$ cat src/rtl/pipe_hazard_ctrl_if.sv
// Pipeline-side status and stage-control bundle for the hazard controller.
// The pipeline is the master; the hazard controller is the slave.
interface pipe_hazard_ctrl_if #(
   parameter int unsigned RF_ADDRESS = 5
);
   logic [RF_ADDRESS-1:0] id_rs1, id_rs2;
   logic                  id_use_rs1, id_use_rs2;
   logic [RF_ADDRESS-1:0] ex_rs1, ex_rs2, ex_rd;
   logic                  ex_memread, ex_mc, ex_mc_done, br_taken;
   logic [RF_ADDRESS-1:0] mem_rd;
   logic                  mem_regwrite, mem_req, mem_ready;
   logic [RF_ADDRESS-1:0] wb_rd;
   logic                  wb_regwrite;

   logic pc_en, if_id_en, id_ex_en, ex_mem_en, mem_wb_en;
   logic if_id_flush, id_ex_flush, ex_mem_flush, mem_wb_flush;
   logic [1:0] fwd_a, fwd_b;
   logic byp_a, byp_b;
   logic ex_mc_go;

   modport master (
      output id_rs1, id_rs2, id_use_rs1, id_use_rs2, ex_rs1, ex_rs2, ex_rd,
             ex_memread, ex_mc, ex_mc_done, br_taken, mem_rd, mem_regwrite,
             mem_req, mem_ready, wb_rd, wb_regwrite,
      input  pc_en, if_id_en, id_ex_en, ex_mem_en, mem_wb_en,
             if_id_flush, id_ex_flush, ex_mem_flush, mem_wb_flush,
             fwd_a, fwd_b, byp_a, byp_b, ex_mc_go
   );

   modport slave (
      input  id_rs1, id_rs2, id_use_rs1, id_use_rs2, ex_rs1, ex_rs2, ex_rd,
             ex_memread, ex_mc, ex_mc_done, br_taken, mem_rd, mem_regwrite,
             mem_req, mem_ready, wb_rd, wb_regwrite,
      output pc_en, if_id_en, id_ex_en, ex_mem_en, mem_wb_en,
             if_id_flush, id_ex_flush, ex_mem_flush, mem_wb_flush,
             fwd_a, fwd_b, byp_a, byp_b, ex_mc_go
   );
endinterface

$ cat src/rtl/pipe_hazard_ctrl.sv
// Stall/flush/forward controller for the 5-stage RV32I pipeline, with
// wait-state memory, multicycle EX ops, WB->ID bypass, timeout and perf counters.
module pipe_hazard_ctrl #(
   parameter int unsigned RF_ADDRESS  = 5,
   parameter int unsigned CNT_W       = 16,
   parameter int unsigned FLUSH_DEPTH = 2,
   parameter int unsigned MEM_TIMEOUT = 64
) (
   input  logic             clk,
   input  logic             reset,
   pipe_hazard_ctrl_if.slave hz,
   output logic             mem_err,
   output logic [CNT_W-1:0] stall_cnt,
   output logic [CNT_W-1:0] flush_cnt,
   output logic [1:0]       state
);
   typedef enum logic [1:0] {
      RUN      = 2'b00,
      EX_BUSY  = 2'b01,
      MEM_WAIT = 2'b10
   } state_t;

   localparam int unsigned WAIT_W = $clog2(MEM_TIMEOUT + 1);

   state_t            state_q, state_d;
   logic              go_q, mc_started;
   logic [WAIT_W-1:0] wait_cnt;
   logic              mem_freeze, ex_stall, load_use, br_flush, stalled;

   function automatic logic match(input logic [RF_ADDRESS-1:0] src,
                                  input logic [RF_ADDRESS-1:0] rd,
                                  input logic                  we);
      return we && (rd != '0) && (rd == src);
   endfunction

   assign mem_freeze = hz.mem_req & ~hz.mem_ready;
   assign ex_stall   = hz.ex_mc & ~hz.ex_mc_done;
   assign load_use   = hz.ex_memread &
                       ((hz.id_use_rs1 & match(hz.id_rs1, hz.ex_rd, 1'b1)) |
                        (hz.id_use_rs2 & match(hz.id_rs2, hz.ex_rd, 1'b1)));
   assign br_flush   = ~reset & ~mem_freeze & ~ex_stall & hz.br_taken;
   assign stalled    = ~hz.pc_en;

   always_comb begin
      hz.pc_en        = 1'b1;
      hz.if_id_en     = 1'b1;
      hz.id_ex_en     = 1'b1;
      hz.ex_mem_en    = 1'b1;
      hz.mem_wb_en    = 1'b1;
      hz.if_id_flush  = 1'b0;
      hz.id_ex_flush  = 1'b0;
      hz.ex_mem_flush = 1'b0;
      hz.mem_wb_flush = 1'b0;
      if (reset) begin
         hz.if_id_flush  = 1'b1;
         hz.id_ex_flush  = 1'b1;
         hz.ex_mem_flush = 1'b1;
         hz.mem_wb_flush = 1'b1;
      end else if (mem_freeze) begin
         hz.pc_en        = 1'b0;
         hz.if_id_en     = 1'b0;
         hz.id_ex_en     = 1'b0;
         hz.ex_mem_en    = 1'b0;
         hz.mem_wb_en    = 1'b0;
         hz.mem_wb_flush = 1'b1;
      end else if (ex_stall) begin
         hz.pc_en        = 1'b0;
         hz.if_id_en     = 1'b0;
         hz.id_ex_en     = 1'b0;
         hz.ex_mem_flush = 1'b1;
      end else if (hz.br_taken) begin
         hz.if_id_flush  = 1'b1;
         hz.id_ex_flush  = (FLUSH_DEPTH == 2);
      end else if (load_use) begin
         hz.pc_en        = 1'b0;
         hz.if_id_en     = 1'b0;
         hz.id_ex_flush  = 1'b1;
      end
   end

   // EX/MEM match outranks MEM/WB since it carries the younger value
   always_comb begin
      hz.fwd_a = 2'b00;
      hz.fwd_b = 2'b00;
      hz.byp_a = 1'b0;
      hz.byp_b = 1'b0;
      if (!reset) begin
         if (match(hz.ex_rs1, hz.mem_rd, hz.mem_regwrite))     hz.fwd_a = 2'b10;
         else if (match(hz.ex_rs1, hz.wb_rd, hz.wb_regwrite))  hz.fwd_a = 2'b01;
         if (match(hz.ex_rs2, hz.mem_rd, hz.mem_regwrite))     hz.fwd_b = 2'b10;
         else if (match(hz.ex_rs2, hz.wb_rd, hz.wb_regwrite))  hz.fwd_b = 2'b01;
         hz.byp_a = match(hz.id_rs1, hz.wb_rd, hz.wb_regwrite);
         hz.byp_b = match(hz.id_rs2, hz.wb_rd, hz.wb_regwrite);
      end
   end

   always_comb begin
      state_d = state_q;
      unique case (state_q)
         RUN:      if (mem_freeze) state_d = MEM_WAIT;
                   else if (ex_stall) state_d = EX_BUSY;
         EX_BUSY:  if (mem_freeze) state_d = MEM_WAIT;
                   else if (!ex_stall) state_d = RUN;
         MEM_WAIT: if (!mem_freeze) state_d = ex_stall ? EX_BUSY : RUN;
         default:  state_d = RUN;
      endcase
   end

   // mc_started remembers an issued go across a MEM_WAIT detour
   always_ff @(posedge clk) begin
      if (reset) begin
         state_q    <= RUN;
         go_q       <= 1'b0;
         mc_started <= 1'b0;
         wait_cnt   <= '0;
         mem_err    <= 1'b0;
         stall_cnt  <= '0;
         flush_cnt  <= '0;
      end else begin
         state_q <= state_d;
         go_q    <= (state_d == EX_BUSY) && (state_q != EX_BUSY) && !mc_started;
         if (state_d == RUN)
            mc_started <= 1'b0;
         else if (state_d == EX_BUSY)
            mc_started <= 1'b1;
         if (state_d == MEM_WAIT) begin
            if (wait_cnt != WAIT_W'(MEM_TIMEOUT)) wait_cnt <= wait_cnt + 1'b1;
            if (wait_cnt == WAIT_W'(MEM_TIMEOUT - 1)) mem_err <= 1'b1;
         end else begin
            wait_cnt <= '0;
         end
         if (stalled && (stall_cnt != '1)) stall_cnt <= stall_cnt + 1'b1;
         if (br_flush && (flush_cnt != '1)) flush_cnt <= flush_cnt + 1'b1;
      end
   end

   assign hz.ex_mc_go = go_q;
   assign state       = state_q;
endmodule

$ cat src/flat_wrapper.sv
// flat-port wrapper written by rule: the top's interface ports become plain ports
module pipe_hazard_ctrl_flat 
#(
   parameter int unsigned RF_ADDRESS  = 5,
   parameter int unsigned CNT_W       = 16,
   parameter int unsigned FLUSH_DEPTH = 2,
   parameter int unsigned MEM_TIMEOUT = 64
)
  (clk, reset, mem_err, stall_cnt, flush_cnt, state, hz_id_rs1, hz_id_rs2, hz_id_use_rs1, hz_id_use_rs2, hz_ex_rs1, hz_ex_rs2, hz_ex_rd, hz_ex_memread, hz_ex_mc, hz_ex_mc_done, hz_br_taken, hz_mem_rd, hz_mem_regwrite, hz_mem_req, hz_mem_ready, hz_wb_rd, hz_wb_regwrite, hz_pc_en, hz_if_id_en, hz_id_ex_en, hz_ex_mem_en, hz_mem_wb_en, hz_if_id_flush, hz_id_ex_flush, hz_ex_mem_flush, hz_mem_wb_flush, hz_fwd_a, hz_fwd_b, hz_byp_a, hz_byp_b, hz_ex_mc_go);
  pipe_hazard_ctrl_if #(.RF_ADDRESS(RF_ADDRESS)) hz_i ();
  input  logic clk;
  input  logic reset;
  output logic mem_err;
  output logic [CNT_W-1:0] stall_cnt;
  output logic [CNT_W-1:0] flush_cnt;
  output logic [1:0] state;
  input wire logic [$bits(hz_i.id_rs1)-1:0] hz_id_rs1;
  input wire logic [$bits(hz_i.id_rs2)-1:0] hz_id_rs2;
  input wire logic [$bits(hz_i.id_use_rs1)-1:0] hz_id_use_rs1;
  input wire logic [$bits(hz_i.id_use_rs2)-1:0] hz_id_use_rs2;
  input wire logic [$bits(hz_i.ex_rs1)-1:0] hz_ex_rs1;
  input wire logic [$bits(hz_i.ex_rs2)-1:0] hz_ex_rs2;
  input wire logic [$bits(hz_i.ex_rd)-1:0] hz_ex_rd;
  input wire logic [$bits(hz_i.ex_memread)-1:0] hz_ex_memread;
  input wire logic [$bits(hz_i.ex_mc)-1:0] hz_ex_mc;
  input wire logic [$bits(hz_i.ex_mc_done)-1:0] hz_ex_mc_done;
  input wire logic [$bits(hz_i.br_taken)-1:0] hz_br_taken;
  input wire logic [$bits(hz_i.mem_rd)-1:0] hz_mem_rd;
  input wire logic [$bits(hz_i.mem_regwrite)-1:0] hz_mem_regwrite;
  input wire logic [$bits(hz_i.mem_req)-1:0] hz_mem_req;
  input wire logic [$bits(hz_i.mem_ready)-1:0] hz_mem_ready;
  input wire logic [$bits(hz_i.wb_rd)-1:0] hz_wb_rd;
  input wire logic [$bits(hz_i.wb_regwrite)-1:0] hz_wb_regwrite;
  output wire logic [$bits(hz_i.pc_en)-1:0] hz_pc_en;
  output wire logic [$bits(hz_i.if_id_en)-1:0] hz_if_id_en;
  output wire logic [$bits(hz_i.id_ex_en)-1:0] hz_id_ex_en;
  output wire logic [$bits(hz_i.ex_mem_en)-1:0] hz_ex_mem_en;
  output wire logic [$bits(hz_i.mem_wb_en)-1:0] hz_mem_wb_en;
  output wire logic [$bits(hz_i.if_id_flush)-1:0] hz_if_id_flush;
  output wire logic [$bits(hz_i.id_ex_flush)-1:0] hz_id_ex_flush;
  output wire logic [$bits(hz_i.ex_mem_flush)-1:0] hz_ex_mem_flush;
  output wire logic [$bits(hz_i.mem_wb_flush)-1:0] hz_mem_wb_flush;
  output wire logic [$bits(hz_i.fwd_a)-1:0] hz_fwd_a;
  output wire logic [$bits(hz_i.fwd_b)-1:0] hz_fwd_b;
  output wire logic [$bits(hz_i.byp_a)-1:0] hz_byp_a;
  output wire logic [$bits(hz_i.byp_b)-1:0] hz_byp_b;
  output wire logic [$bits(hz_i.ex_mc_go)-1:0] hz_ex_mc_go;
  assign hz_i.id_rs1 = hz_id_rs1;
  assign hz_i.id_rs2 = hz_id_rs2;
  assign hz_i.id_use_rs1 = hz_id_use_rs1;
  assign hz_i.id_use_rs2 = hz_id_use_rs2;
  assign hz_i.ex_rs1 = hz_ex_rs1;
  assign hz_i.ex_rs2 = hz_ex_rs2;
  assign hz_i.ex_rd = hz_ex_rd;
  assign hz_i.ex_memread = hz_ex_memread;
  assign hz_i.ex_mc = hz_ex_mc;
  assign hz_i.ex_mc_done = hz_ex_mc_done;
  assign hz_i.br_taken = hz_br_taken;
  assign hz_i.mem_rd = hz_mem_rd;
  assign hz_i.mem_regwrite = hz_mem_regwrite;
  assign hz_i.mem_req = hz_mem_req;
  assign hz_i.mem_ready = hz_mem_ready;
  assign hz_i.wb_rd = hz_wb_rd;
  assign hz_i.wb_regwrite = hz_wb_regwrite;
  assign hz_pc_en = hz_i.pc_en;
  assign hz_if_id_en = hz_i.if_id_en;
  assign hz_id_ex_en = hz_i.id_ex_en;
  assign hz_ex_mem_en = hz_i.ex_mem_en;
  assign hz_mem_wb_en = hz_i.mem_wb_en;
  assign hz_if_id_flush = hz_i.if_id_flush;
  assign hz_id_ex_flush = hz_i.id_ex_flush;
  assign hz_ex_mem_flush = hz_i.ex_mem_flush;
  assign hz_mem_wb_flush = hz_i.mem_wb_flush;
  assign hz_fwd_a = hz_i.fwd_a;
  assign hz_fwd_b = hz_i.fwd_b;
  assign hz_byp_a = hz_i.byp_a;
  assign hz_byp_b = hz_i.byp_b;
  assign hz_ex_mc_go = hz_i.ex_mc_go;
  pipe_hazard_ctrl #(.RF_ADDRESS(RF_ADDRESS), .CNT_W(CNT_W), .FLUSH_DEPTH(FLUSH_DEPTH), .MEM_TIMEOUT(MEM_TIMEOUT)) u_core (.clk(clk), .reset(reset), .hz(hz_i), .mem_err(mem_err), .stall_cnt(stall_cnt), .flush_cnt(flush_cnt), .state(state));
endmodule
$ cat config.mk
export PLATFORM = sky130hd
export DESIGN_NAME = pipe_hazard_ctrl_flat
export DESIGN_NICKNAME = d
export VERILOG_FILES = /design/src/rtl/pipe_hazard_ctrl_if.sv /design/src/rtl/pipe_hazard_ctrl.sv /design/src/flat_wrapper.sv
export SDC_FILE = /design/constraint.sdc
export NUM_CORES = 1
export LEC_CHECK = 0
export CAP_MARGIN = 20
export CORE_AREA = 2 2 80 82
export CTS_BUF_LIST = sky130_fd_sc_hd__clkbuf_8
export CTS_CLUSTER_SIZE = 30
export DETAILED_ROUTE_END_ITERATION = 6
export DIE_AREA = 0 0 82 84
export PLACE_DENSITY = 0.94
export SLEW_MARGIN = 20
export SYNTH_ARGS = -nofsm -noshare
export SYNTH_HDL_FRONTEND = slang
export SYNTH_SLANG_ARGS = --single-unit
$ cat constraint.sdc
create_clock -name clk -period 3.1 [get_ports clk]
set_input_delay 0.62 -clock clk [delete_from_list [all_inputs] [get_ports clk]]
set_output_delay 0.62 -clock clk [all_outputs]
set_load 0.05 [all_outputs]
==> impl_summary.txt <==
----------------------------------------------------
[Status]
  Outcome ... finished, violations left
  Violated checks ... negative setup slack

[Worst setup path]
  Delay of the slowest cell on the worst path ... approximately 0.57 ns
  Crit Path Max Fanout ... 3
  Kind of cell with the highest combined delay on the critical path ... simple AND/OR/NAND/NOR gates
  Critical path buffers and inverters ... 2
  CP max-delay cell ... sky130_fd_sc_hd__or4_4
  Slack of the worst reg-to-reg path ... around 1 ns
  Endpoint of the worst register-to-register path ... u_core.flush_cnt[4]$_SDFFE_PP0P_
  Crit-path cells ... clkdlybuf4s50_1 -> or4_4 -> o21ai_4 -> nor3_2 -> nor4_4 -> buf_12
  Reg-to-reg critical path startpoint ... u_core.flush_cnt[3]$_SDFFE_PP0P_
  Kind of end point of the critical path ... output port
  Category of the most critical setup path ... primary input to output port
  Required time of the critical path ... roughly 2.5 ns
  Total stage count of the critical path ... 6
  Kind of launch point of the worst setup path ... primary input
  Number of cell instances on the worst register-to-register path ... 6
  Arr. time, crit path ... 2.49 ns

[Power]
  Peak ir drop on the vdd network ... between 0.2 and 0.25 mV
  Total power density per cell area ... ~320 nW/µm²
  Comb pwr share ... about a quarter
  Seq pwr share ... a little over two fifths
  Fraction of power spent switching nets ... between 20 and 30%
  Switching power summed over all nets ... around 380 µW
  Leakage power total ... approximately 1.4 nW
  Internal power ... around 970 µW
  Clock share of power ... 33.6%

[Detailed routing]
  Pre-antenna DRT Iters ... 4
  Number of DRC markers after the initial detailed-route iteration ... 63
  Via count ... between 2000 and 3000
  Drc violations ... 0
  Via density ... approximately 5.4
  Mean routed wirelength per cell ... 14.47 µm
  Count of antenna-violating nets left after detailed routing ... 0
  WL final ... approximately 7400 µm

[Clock network]
  Insertion delay of the later-clocked pin in the worst-skew pair ... approximately 0.3 ns
  Clock sink count ... 44
  CTS tree ... built
  Maximum clock insertion buffer count ... 2
  Number of buffers inserted to repair setup after CTS ... 0
  Root cell of the clock tree ... sky130_fd_sc_hd__clkbuf_8
  Number of hold buffers added after CTS ... 0
  Number of buffers created by CTS ... 5
  Total number of H-tree levels ... 2
  Clock edge transition at the registers on the reported setup and hold paths ... ~0.090 ns

[Global route]
  Largest net degree at the start of global routing ... 39
  Global route total overflow ... 0
  Global routing usage summed across all routing layers ... a little over a fifth
  Number of antenna violations at the first check in global routing ... 0
  Via count of the first global-routing pass ... 2643
  Global-route wire length before repair ... between 10000 and 15000 µm

[Cells and area]
  Most frequent cells in the layout ... sky130_fd_sc_hd__clkdlybuf4s50_1 (78), sky130_fd_sc_hd__dfxtp_1 (44), sky130_fd_sc_hd__nor2_1 (36)
  Post-layout util ... 68.33%
  NumNets Final ... ~480
  Ratio of cells with drive above 1 in the final layout ... around 18%
  Most frequent standard cell in the layout excluding fill and tap cells ... sky130_fd_sc_hd__clkdlybuf4s50_1
  Area growth from synthesis to layout ... 50.63%
  Post-route cell area ... 4165 µm²
  Number of antenna repair diodes ... 0
  Non-filler instance count after layout ... a little over 500

[Floorplanning]
  Rows ... 29
  I/O pin total ... roughly 100
  Starting utilization of the core area ... a little under half
  Vertical die dimension ... approximately 84 µm
  Core footprint ... around 6100 µm²
  Die span in x ... approximately 82 µm
  Die footprint ... between 6000 and 7000 µm²

[STA]
  Max Transition Viols Final ... 0
  Highest clock frequency the design can meet ... 0.3215 GHz
  Finish-stage setup viols ... 1
  Final worst setup slack ... -0.01059 ns
  RSZ-0062 raised after global routing ... yes
  Final clock period utilization by the worst path ... 100.3%
  Worst clock skew on the final layout ... around 0.0076 ns
  Transition time of the tightest slew-check pin ... ~0.8 ns
  Number of hold-slack violations in the final timing report ... 0
  Shortest period the worst path allows ... about 3.1 ns
  Setup TNS after final layout ... -0.01059 ns
  Slew margin rel. ... about 47%

[Min path]
  Min-Delay Startpoint ... u_core.mc_started$_SDFFE_PP0N_
  Endpoint of the worst hold-timing path ... u_core.hz.ex_mc_go$_SDFF_PP0_
  Path category of the worst min-delay check ... flop to flop
  Cell count of the worst hold path ... 1

[Run]
  Total of max-cap violations ... 0

[Synthesis]
  Fraction of the yosys area taken by sequential cells ... between 30% and 40%
  Number of synthesized flops with an enable pin ... 0
  Dominant register cell in the synthesized netlist ... sky130_fd_sc_hd__dfxtp_1
  Synth Cell Area ... 2765 µm²
  Most area-hungry cell type in the Yosys netlist ... sky130_fd_sc_hd__dfxtp_1
  Main area contributors after synthesis ... sky130_fd_sc_hd__dfxtp_1 (32%), sky130_fd_sc_hd__xnor2_1 (11%), sky130_fd_sc_hd__xor2_1 (7.6%)
  Number of different library cells in the post-synthesis netlist ... 52
  Top-area cell type share of the netlist area ... 31.86%
  Number of instances in the synthesized netlist ... approximately 320
  Post-synthesis sequential element count ... 44
  Share of synthesized registers carrying an async set or reset ... 0%
  Number of nets produced by synthesis ... 375
  Yosys warning count ... 0
  Average instance area after synthesis ... approximately 8.5 µm²

[Placement]
  Final weighted congestion in routability-driven placement ... around 0.89
  Number of instances in the placed design ... approximately 500
  Cell Area, Placed ... around 4000 µm²
  Detailed placement HPWL ... approximately 5700 µm
  Port Buffers ... 97
  Setup slack at placement ... -0.1953 ns

----------------------------------------------------
-- power groups by stage --
stage	combinational, mW	sequential [mW]	clock [mW]
global route	0.340	0.579	0.491
global placement	0.303	0.591	0
floorplan	0.146	0.608	0
detailed placement	0.311	0.592	0
CTS	0.314	0.578	0.464
finish	0.319	0.578	0.454
-- timing repair --
action / 4_1_cts / 5_1_grt
pin swaps: 1 / 5
endpoints found under the setup margin: 2 / 2
gates resized for setup: 6 / 6
hold endpoints to repair: 0 / 0
-- worst register-to-register path, stage by stage (launching register included) --
cell	delay, ns
sky130_fd_sc_hd__dfxtp_1	0.44
sky130_fd_sc_hd__nand4_1	0.16
sky130_fd_sc_hd__nor4_1	0.73
sky130_fd_sc_hd__or4_1	0.34
sky130_fd_sc_hd__nor2_1	0.08
sky130_fd_sc_hd__xnor2_1	0.15
sky130_fd_sc_hd__nor2_1	0.06
-- layer usage --
layer / wire, µm / vias up / global-route usage (%)
met5: 0 / - / 0
met4: 160 / 0 / 6.515
met3: 419 / 14 / 5.411
met2: 3868 / 97 / 38.36
met1: 2930 / 1287 / 25.40
li1: - / 1354 / -
-- logic make-up after synthesis --
group,synth area share (%)
flip-flops,31.86
adder cells (fa/ha/maj),1.810
AO/OA/AOI/OAI,12.22
XOR/XNOR,18.37
multiplexers,2.217
AND/OR/NAND/NOR,28.24
buffers and inverters,5.293
-- per-stage QoR --
step	hold WS (ns)	power (mW)
final	0.4596	1.352
after global routing	0.4641	1.410
after CTS	0.4617	1.356
after detailed placement	0.4485	0.9028
after global placement	0.4242	0.8938
after floorplan	0.4011	0.7537
-- flip-flops by register name, summed over array words and instances (netlist names) --
signal and cells:
u_core.flush_cnt 16, u_core.stall_cnt 16, u_core.wait_cnt 7, u_core.state 2
u_core.hz.ex_mc_go 1, u_core.mc_started 1, u_core.mem_err 1
-- area by class of cell --
type	instances	area, µm²
timing repair buffer	118	1227
tap	77	96.34
inverter	10	37.54
multi-input combinational	253	1808
fill	489	1931
clock inverter	3	46.29
clock buffer	5	68.82
sequential	44	880.8
-- synthesized netlist by cell type, types with 2 or more instances --
cell / n
sky130_fd_sc_hd__buf_4: 2
sky130_fd_sc_hd__a21oi_2: 6
sky130_fd_sc_hd__buf_1: 2
sky130_fd_sc_hd__or3_1: 7
sky130_fd_sc_hd__nor4_1: 9
sky130_fd_sc_hd__a31oi_4: 2
sky130_fd_sc_hd__buf_6: 3
sky130_fd_sc_hd__inv_1: 9
sky130_fd_sc_hd__nand4_1: 10
sky130_fd_sc_hd__dfxtp_1: 44
sky130_fd_sc_hd__nor3b_1: 2
sky130_fd_sc_hd__nand2_1: 30
sky130_fd_sc_hd__o311ai_0: 3
sky130_fd_sc_hd__o21ai_2: 6
sky130_fd_sc_hd__nor2_1: 36
sky130_fd_sc_hd__nand3_1: 18
sky130_fd_sc_hd__o21ai_0: 5
sky130_fd_sc_hd__clkbuf_1: 6
sky130_fd_sc_hd__buf_2: 3
sky130_fd_sc_hd__o41ai_1: 4
sky130_fd_sc_hd__nor3_1: 4
sky130_fd_sc_hd__a21oi_1: 8
sky130_fd_sc_hd__xor2_1: 24
sky130_fd_sc_hd__and3_1: 3
sky130_fd_sc_hd__or4_1: 8
sky130_fd_sc_hd__nand2b_1: 3
sky130_fd_sc_hd__mux2i_1: 2
sky130_fd_sc_hd__xnor2_1: 34
sky130_fd_sc_hd__o31ai_1: 2
sky130_fd_sc_hd__nor2b_1: 3
sky130_fd_sc_hd__mux2_4: 2
sky130_fd_sc_hd__ha_1: 4
-- worst max-delay path by stage --
| stage | from | to | slack, ns |
|---|---|---|---|
| after CTS | hz_wb_rd[0] | hz_fwd_a[0] | 0.004 |
| final | hz_mem_rd[4] | hz_fwd_a[0] | -0.01 |
| after global routing | hz_mem_rd[4] | hz_fwd_a[0] | -0.02 |
| after global placement | hz_mem_rd[0] | hz_fwd_a[0] | -0.03 |
| after detailed placement | hz_mem_rd[0] | hz_fwd_a[0] | -0.20 |
| after floorplan | hz_wb_rd[0] | hz_byp_a | -0.18 |
(Power assumes the default switching activity.)
